**src/rtl/gfx256_pixel_reader_if.sv**
```systemverilog
// gfx256_pixel_reader_if: pixel request/response and 256-bit line fetch bus
interface gfx256_pixel_reader_if #(parameter int ADDR_W = 32);
  logic [1:0]        color_depth_i;
  logic              pix_req_i;
  logic [ADDR_W-1:0] pix_addr_i;
  logic              pix_ack_o;
  logic [31:0]       color_o;
  logic              busy_o;
  logic              mem_req_o;
  logic [ADDR_W-1:0] mem_adr_o;
  logic              mem_ack_i;
  logic [255:0]      mem_dat_i;
  logic              invalidate_i;
  modport slave (
    input  color_depth_i, pix_req_i, pix_addr_i, mem_ack_i, mem_dat_i, invalidate_i,
    output pix_ack_o, color_o, busy_o, mem_req_o, mem_adr_o
  );
  modport master (
    output color_depth_i, pix_req_i, pix_addr_i, mem_ack_i, mem_dat_i, invalidate_i,
    input  pix_ack_o, color_o, busy_o, mem_req_o, mem_adr_o
  );
endinterface

```
**src/rtl/gfx256_pixel_reader.sv**
```systemverilog
// gfx256_pixel_reader: single-line cached pixel reader over a 256-bit line bus
module gfx256_pixel_reader #(
  parameter int ADDR_W = 32
) (
  input  logic clk_i,
  input  logic rst_ni,
  gfx256_pixel_reader_if.slave bus
);
  typedef enum logic [1:0] {IDLE, FETCH, DELIVER} state_t;
  state_t              state_q, state_d;
  logic                valid_q, valid_d;
  logic [ADDR_W-6:0]   tag_q, tag_d;
  logic [255:0]        line_q, line_d;
  logic [ADDR_W-1:0]   addr_q, addr_d;
  logic [1:0]          depth_q, depth_d;
  logic                inv_q, inv_d;
  logic [31:0]         color_q, color_d;
  logic                hit;
  // Shifting the line right zero-fills, so bytes past the line end read as 0
  function automatic logic [31:0] extract(input logic [255:0] line, input logic [4:0] off,
                                          input logic [1:0] depth);
    logic [255:0] sh;
    sh = line >> {off, 3'b000};
    return depth == 2'd0 ? {24'd0, sh[7:0]}  :
           depth == 2'd1 ? {16'd0, sh[15:0]} :
           depth == 2'd2 ? {8'd0,  sh[23:0]} : sh[31:0];
  endfunction
  // Same-cycle invalidate wins over a tag match, forcing a miss
  assign hit = valid_q && !bus.invalidate_i && tag_q == bus.pix_addr_i[ADDR_W-1:5];
  // Next-state, cache update and result capture
  always_comb begin
    state_d = state_q;
    valid_d = valid_q;
    tag_d   = tag_q;
    line_d  = line_q;
    addr_d  = addr_q;
    depth_d = depth_q;
    inv_d   = inv_q;
    color_d = color_q;
    unique case (state_q)
      IDLE: begin
        if (bus.invalidate_i) valid_d = 1'b0;
        if (bus.pix_req_i) begin
          addr_d  = bus.pix_addr_i;
          depth_d = bus.color_depth_i;
          inv_d   = 1'b0;
          state_d = hit ? DELIVER : FETCH;
          if (hit) color_d = extract(line_q, bus.pix_addr_i[4:0], bus.color_depth_i);
        end
      end
      FETCH: begin
        if (bus.invalidate_i) inv_d = 1'b1;
        if (bus.mem_ack_i) begin
          line_d  = bus.mem_dat_i;
          tag_d   = addr_q[ADDR_W-1:5];
          valid_d = !(inv_q || bus.invalidate_i);
          color_d = extract(bus.mem_dat_i, addr_q[4:0], depth_q);
          state_d = DELIVER;
        end
      end
      DELIVER: state_d = IDLE;
      default: state_d = IDLE;
    endcase
  end
  // State and cache registers with asynchronous reset
  always_ff @(posedge clk_i or negedge rst_ni) begin
    if (!rst_ni) begin
      state_q <= IDLE;
      valid_q <= 1'b0;
      tag_q   <= '0;
      line_q  <= '0;
      addr_q  <= '0;
      depth_q <= '0;
      inv_q   <= 1'b0;
      color_q <= '0;
    end else begin
      state_q <= state_d;
      valid_q <= valid_d;
      tag_q   <= tag_d;
      line_q  <= line_d;
      addr_q  <= addr_d;
      depth_q <= depth_d;
      inv_q   <= inv_d;
      color_q <= color_d;
    end
  end
  assign bus.pix_ack_o = state_q == DELIVER;
  assign bus.busy_o    = state_q != IDLE;
  assign bus.mem_req_o = state_q == FETCH;
  assign bus.mem_adr_o = {addr_q[ADDR_W-1:5], 5'b00000};
  assign bus.color_o   = color_q;
endmodule

```
**src/flat_wrapper.sv**
```systemverilog
// flat-port wrapper written by rule: the top's interface ports become plain ports
module gfx256_pixel_reader_flat 
#(
  parameter int ADDR_W = 32
)
  (clk_i, rst_ni, bus_color_depth_i, bus_pix_req_i, bus_pix_addr_i, bus_mem_ack_i, bus_mem_dat_i, bus_invalidate_i, bus_pix_ack_o, bus_color_o, bus_busy_o, bus_mem_req_o, bus_mem_adr_o);
  gfx256_pixel_reader_if #(.ADDR_W(ADDR_W)) bus_i ();
  input  logic clk_i;
  input  logic rst_ni;
  input wire logic [$bits(bus_i.color_depth_i)-1:0] bus_color_depth_i;
  input wire logic [$bits(bus_i.pix_req_i)-1:0] bus_pix_req_i;
  input wire logic [$bits(bus_i.pix_addr_i)-1:0] bus_pix_addr_i;
  input wire logic [$bits(bus_i.mem_ack_i)-1:0] bus_mem_ack_i;
  input wire logic [$bits(bus_i.mem_dat_i)-1:0] bus_mem_dat_i;
  input wire logic [$bits(bus_i.invalidate_i)-1:0] bus_invalidate_i;
  output wire logic [$bits(bus_i.pix_ack_o)-1:0] bus_pix_ack_o;
  output wire logic [$bits(bus_i.color_o)-1:0] bus_color_o;
  output wire logic [$bits(bus_i.busy_o)-1:0] bus_busy_o;
  output wire logic [$bits(bus_i.mem_req_o)-1:0] bus_mem_req_o;
  output wire logic [$bits(bus_i.mem_adr_o)-1:0] bus_mem_adr_o;
  assign bus_i.color_depth_i = bus_color_depth_i;
  assign bus_i.pix_req_i = bus_pix_req_i;
  assign bus_i.pix_addr_i = bus_pix_addr_i;
  assign bus_i.mem_ack_i = bus_mem_ack_i;
  assign bus_i.mem_dat_i = bus_mem_dat_i;
  assign bus_i.invalidate_i = bus_invalidate_i;
  assign bus_pix_ack_o = bus_i.pix_ack_o;
  assign bus_color_o = bus_i.color_o;
  assign bus_busy_o = bus_i.busy_o;
  assign bus_mem_req_o = bus_i.mem_req_o;
  assign bus_mem_adr_o = bus_i.mem_adr_o;
  gfx256_pixel_reader #(.ADDR_W(ADDR_W)) u_core (.clk_i(clk_i), .rst_ni(rst_ni), .bus(bus_i));
endmodule
```
**config.mk**
```make
export PLATFORM = sky130hd
export DESIGN_NAME = gfx256_pixel_reader_flat
export DESIGN_NICKNAME = d
export VERILOG_FILES = /design/src/rtl/gfx256_pixel_reader_if.sv /design/src/rtl/gfx256_pixel_reader.sv /design/src/flat_wrapper.sv
export SDC_FILE = /design/constraint.sdc
export NUM_CORES = 1
export LEC_CHECK = 0
export BUFFER_PORTS_ARGS = -buffer_cell sky130_fd_sc_hd__buf_4
export CAP_MARGIN = 0
export CORE_MARGIN = 2
export CORE_UTILIZATION = 35
export CTS_CLUSTER_SIZE = 20
export DETAILED_ROUTE_END_ITERATION = 10
export GPL_ROUTABILITY_DRIVEN = 0
export PLACE_DENSITY = 0.56
export SETUP_SLACK_MARGIN = 0.4
export SYNTH_ARGS = -nofsm -noshare
export SYNTH_HDL_FRONTEND = slang
export SYNTH_SLANG_ARGS = --single-unit
```
**constraint.sdc**
```tcl
create_clock -name clk_i -period 2.2 [get_ports clk_i]
set_input_delay 0.11 -clock clk_i [delete_from_list [all_inputs] [get_ports clk_i]]
set_output_delay 0.11 -clock clk_i [all_outputs]
set_load 0.01 [all_outputs]
```
* Word-level counts from Yosys, hierarchy flattened
Index checks and enable logic that the tools add are counted.
Widths: inputs -> output; s select.
** Word-level totals
- Bits in registers :: 353
- Input bits :: 295
** Operators by class
- Reduce and logical (&&, ||, !) cells :: 16
- Shifts and indexed selects :: 2
- Multiplexer cells :: 20
- Equal/unequal tests :: 12
** Operators with widths (number)
- $shr 256x8->32 :: 2
- $mux 32 :: 9
- $pmux 32 s2 :: 1
- $eq 27x27->1 :: 1
- $ne 2x2->1 const B :: 4
- $eq 2x1->1 const B :: 3
- $eq 2x2->1 const B :: 3
- $logic_not 2->1 :: 3
- $mux 2 :: 3
- $reduce_and 2->1 :: 3
- $reduce_and 3->1 :: 2
- $mux 1 :: 4
- $pmux 1 s2 :: 2
- $pmux 2 s2 :: 1
- $reduce_and 4->1 :: 1
- $reduce_bool 2->1 :: 2
- $logic_and 1x1->1 :: 2
- $logic_not 1->1 :: 2
- $ne 2x1->1 const B :: 1
- $logic_or 1x1->1 :: 1

* Depth between registers and ports, before layout
- Depth after elaboration :: 7
- Depth in mapped cells :: 11

* Worst setup path before layout
OpenSTA, ideal clock, no wires.
- Kind :: register to register
- Start :: register u_core.addr_q[0]
- End :: register u_core.color_q[5] (netlist: u_core.bus.color_o[5])
- Setup time :: 129 ps
- Required time :: 2071 ps
- Slack :: -168 ps
- Cell stages (with the launch flop) :: 8
- Arrival time :: 2239 ps
- Period minus slack after synthesis :: 2368 ps
- Path through :: dfrtp_1 buf_2 buf_2 mux4_2 mux2_2 a21oi_1 a21oi_1 a2111o_1
** Between the ends
- Cells in the longest elaborated chain, start to end :: 6
** RTL lines
- start, declared :: line gfx256_pixel_reader.sv:14 : logic [ADDR_W-1:0] addr_q, addr_d;
- start signal, assigned :: line gfx256_pixel_reader.sv:81 : addr_q <= addr_d;
- $shr 256x8->32 * :: line gfx256_pixel_reader.sv:23 : sh = line >> {off, 3'b000};
- $mux 32 :: line gfx256_pixel_reader.sv:26 : depth == 2'd2 ? {8'd0, sh[23:0]} : sh[31:0];
- $mux 32 :: line gfx256_pixel_reader.sv:25 : depth == 2'd1 ? {16'd0, sh[15:0]} :
- $mux 32 * :: line gfx256_pixel_reader.sv:24 : return depth == 2'd0 ? {24'd0, sh[7:0]} :
- $mux 32 * :: line gfx256_pixel_reader.sv:53 : if (bus.mem_ack_i) begin
- $pmux 32 s2 * :: line gfx256_pixel_reader.sv:40 : unique case (state_q)
- end signal, assigned :: line gfx256_pixel_reader.sv:84 : color_q <= color_d;
- end, declared :: line gfx256_pixel_reader.sv:17 : logic [31:0] color_q, color_d;
Mark *: on every way between the ends. The rest lies on a longest branch, timed or not. The select of a mux whose other input is x is not followed.
A chain may end at the register's enable or synchronous reset.

* Worst setup path in the final report
- Start :: register u_core.addr_q[0]
- End :: register u_core.color_q[24] (netlist: u_core.bus.color_o[24])
** Between the ends
- Cells in the longest elaborated chain, start to end :: 6
** RTL lines (line)
- $shr 256x8->32 :: gfx256_pixel_reader.sv:23
- $mux 32 :: gfx256_pixel_reader.sv:26
- $mux 32 :: gfx256_pixel_reader.sv:25
- $mux 32 :: gfx256_pixel_reader.sv:24
- $mux 32 :: gfx256_pixel_reader.sv:53
- $pmux 32 s2 :: gfx256_pixel_reader.sv:40
Every way passes these cells. The select of a mux whose other input is x is not followed.

==> flow_summary.toml <==
[die]
start_util_pct = 35.5
fp.dieH_um = 287
die_area_mm2 = 0.0826
io_pins = 362
core_area_mm2 = 0.0793
rows = 103
die_w_um = 287

[critical_path]
reg2reg_from = "u_core.addr_q[0]"
crit_arrival_ns = 2.96
worst-path-max-fanout = 8
crit_path_end_kind = "flip-flop"
startpoint_type = "flip-flop"
crit_required_ns = 2.69
crit_start = "u_core.addr_q[0]"
crit_type = "flip-flop to flip-flop"

[power_and_ir_drop]
power_frac_seq_pct = 25.2
power.total_mw = 52.0
p_sw_mw = 22.0
intPower_mw = 29.9
leakage_nw = 18.0
power_density_mw_per_mm2 = 1300
sw_frac_of_total_pct = 42.4
vdd_ir_drop_max_uv = 683
combPwrFrac_pct = 59.1
p_clk_share_pct = 15.7

[layout]
layout_commonest_cell = "nand2_1"
most-common-layout-cells = "nand2_1, buf_4, mux4_2"
layout-drive-gt1-share_pct = 36.6
register_area_mm2 = 0.00885
multi_input_area_mm2 = 0.0181
fin_area_mm2 = 0.0398
fill_cells = 7163
final_nets = 3950
area_growth_pct = 41.7

[routing]
drtPass1Iterations = 8
wirelength_um = 139000
drtAntennaViolNets = 0
viasPerCell = 6.06
vias = 28749
first_iter_violations = 3768
drt_drc_violations_left = 0
wire_per_inst_um = 29.2

[clock_tree]
cts_buffers = 46
h-tree-depth = 2
cts_root_buffer = "clkbuf_16"
cts.sinks = 353
cts.clk_slew.worst_paths_ns = 0.06
clk_latency_ns = 0.63
ctsLongestPathBuffers = 3
cts_tree = "yes"

[placement]
place_hpwl_um = 104000
post-place-ws_ns = -0.565
io_buffers = 356
placed_area_mm2 = 0.0340

[run_status]
status = "finished, violations left"
violations = "setup timing"

[sta]
maxSlewViolCount = 0
tightest_slew_ns = 0.710
hold_viol = 0
min_period_ns = 2.48
worst_slack_ns = -0.276
slew_headroom_pct = 52.5
skew_ns = 0.0384
max_freq_ghz = 0.404
setup_viol = 32
min_period_over_period_pct = 113
rsz0062_at_grt = "yes"

[yosys]
synth_area_mm2 = 0.0281
synth_area_per_cell_um2 = 9.98
synth_top_area_cell = "dfrtp_1"
yosysWarnings = 0
yosysSeqAreaShare_pct = 31.4
synthTopCellsByArea = "dfrtp_1, mux4_2, nand2_1"
synth_seq_cells = 353
yosysUniqueCellTypes = 69
syn_inst = 2816
synthFlopType = "dfrtp_1"
synth_edf_count = 0
synth_top_area_share_pct = 31.4
synth-async-reset-ratio_pct = 100

[grt]
first_global_vias = 28738
grt-ovfl-total = 0
grt_use_total_pct = 32.8
grt_max_degree = 90
antenna_found_initial = 6
grt_pass1_wl_um = 197000

[min_path]
hold_start = "bus_pix_addr_i[2]"
hold_class = "primary input to flip-flop"

[run]
maxCapViolations = 0
-- worst max-delay path: stages (launching register included) --
cell and delay, ns:
dfrtp_4 0.51, buf_12 0.16, buf_8 0.13, buf_8 0.13
buf_6 0.12, mux4_2 0.41, mux4_2 0.56, o211ai_1 0.20
o211ai_1 0.11
-- synthesized netlist by cell type, types with 18 or more instances --
cell      instances
buf_1            18
nand3_1          21
o22ai_1          27
o211ai_1         23
a211oi_1         33
nor2_1           64
dfrtp_1         353
clkbuf_1        107
mux4_2          357
mux2i_1         154
a22oi_1          18
nor2b_1          28
nand2_1        1065
buf_4            65
xor2_1           27
o21ai_0          33
buf_2            67
mux2_2           64
a21oi_1          48
-- flip-flops by register name (all words and copies together) (netlist names) --
register            flops
u_core.addr_q          32
u_core.state_q          2
u_core.inv_q            1
u_core.depth_q          2
u_core.line_q         256
u_core.tag_q           27
u_core.bus.color_o     32
u_core.valid_q          1
-- per-stage QoR --
step | hold WS [ns] | utilization [%] | setup TNS (ns) | cells
global placement | 0.00740 | 42.9 | -12.29 | 4323
global route | 0.0910 | 50.2 | -8.87 | 4740
detailed placement | 0.00225 | 42.9 | -12.69 | 4323
CTS | 0.0539 | 49.7 | -6.38 | 4723
floorplan | -0.186 | - | 0 | 2820
finish | 0.0790 | 50.2 | -6.56 | 4741
-- kinds of logic after synthesis --
kind of cell    synth area share, %
simple gates                   17.8
mux                            36.7
flops                          31.4
compound gates                 7.64
buf+inv                        5.57
xor+xnor                      0.842
other cells                  0.0133
-- cell type report --
class                      count  share of cell area [%]
timing repair buffer        1059                    24.6
tap                         1050                    3.30
antenna                        1                 0.00628
inverter                      28                   0.308
sequential                   353                    22.2
clock inverter                21                   0.754
clock buffer                  62                    3.32
multi-input combinational   2167                    45.5
-- per-layer routing --
metal  vias to the layer above  wire length (um)  GRT usage (%)
li1                      11928                 -              -
met1                     14139             48600           39.1
met2                      2094             61700           51.0
met3                       578             16200           9.43
met4                        10             12100           23.4
met5                         -                60              0
-- worst paths after layout --
kind	to	slack [ns]	cells past startpoint
setup / recovery	u_core.bus.color_o[24]	-0.28	8
hold / removal	u_core.addr_q[2]	0.08	4
setup reg to reg	u_core.bus.color_o[24]	-0.28	8
hold reg to reg	u_core.line_q[120]	0.47	2
max in group asynchronous	u_core.addr_q[2]	1.46	3
min in group asynchronous	u_core.line_q[23]	0.13	3
-- power by group through the flow --
stage / Clock [mW] / Combinational [mW] / Sequential [mW]
2_1_floorplan: 0 / 17.5 / 11.5
3_3_place_gp: 0 / 26.6 / 13.0
3_5_place_dp: 0 / 26.9 / 13.1
4_1_cts: 8.26 / 29.3 / 12.9
5_1_grt: 8.50 / 32.3 / 13.4
6_report: 8.18 / 30.7 / 13.1
-- repair_timing --
item / 4_1_cts / 5_1_grt
hold buffers: 292 / 0
cloned: 7 / 7
endpoints found under the setup margin: 92 / 139
hold endpoints to repair: 643 / 0
gates resized for setup: 107 / 43
pin swaps: 34 / 28
buffers inserted: 18 / 10
(Power assumes the default switching activity.)
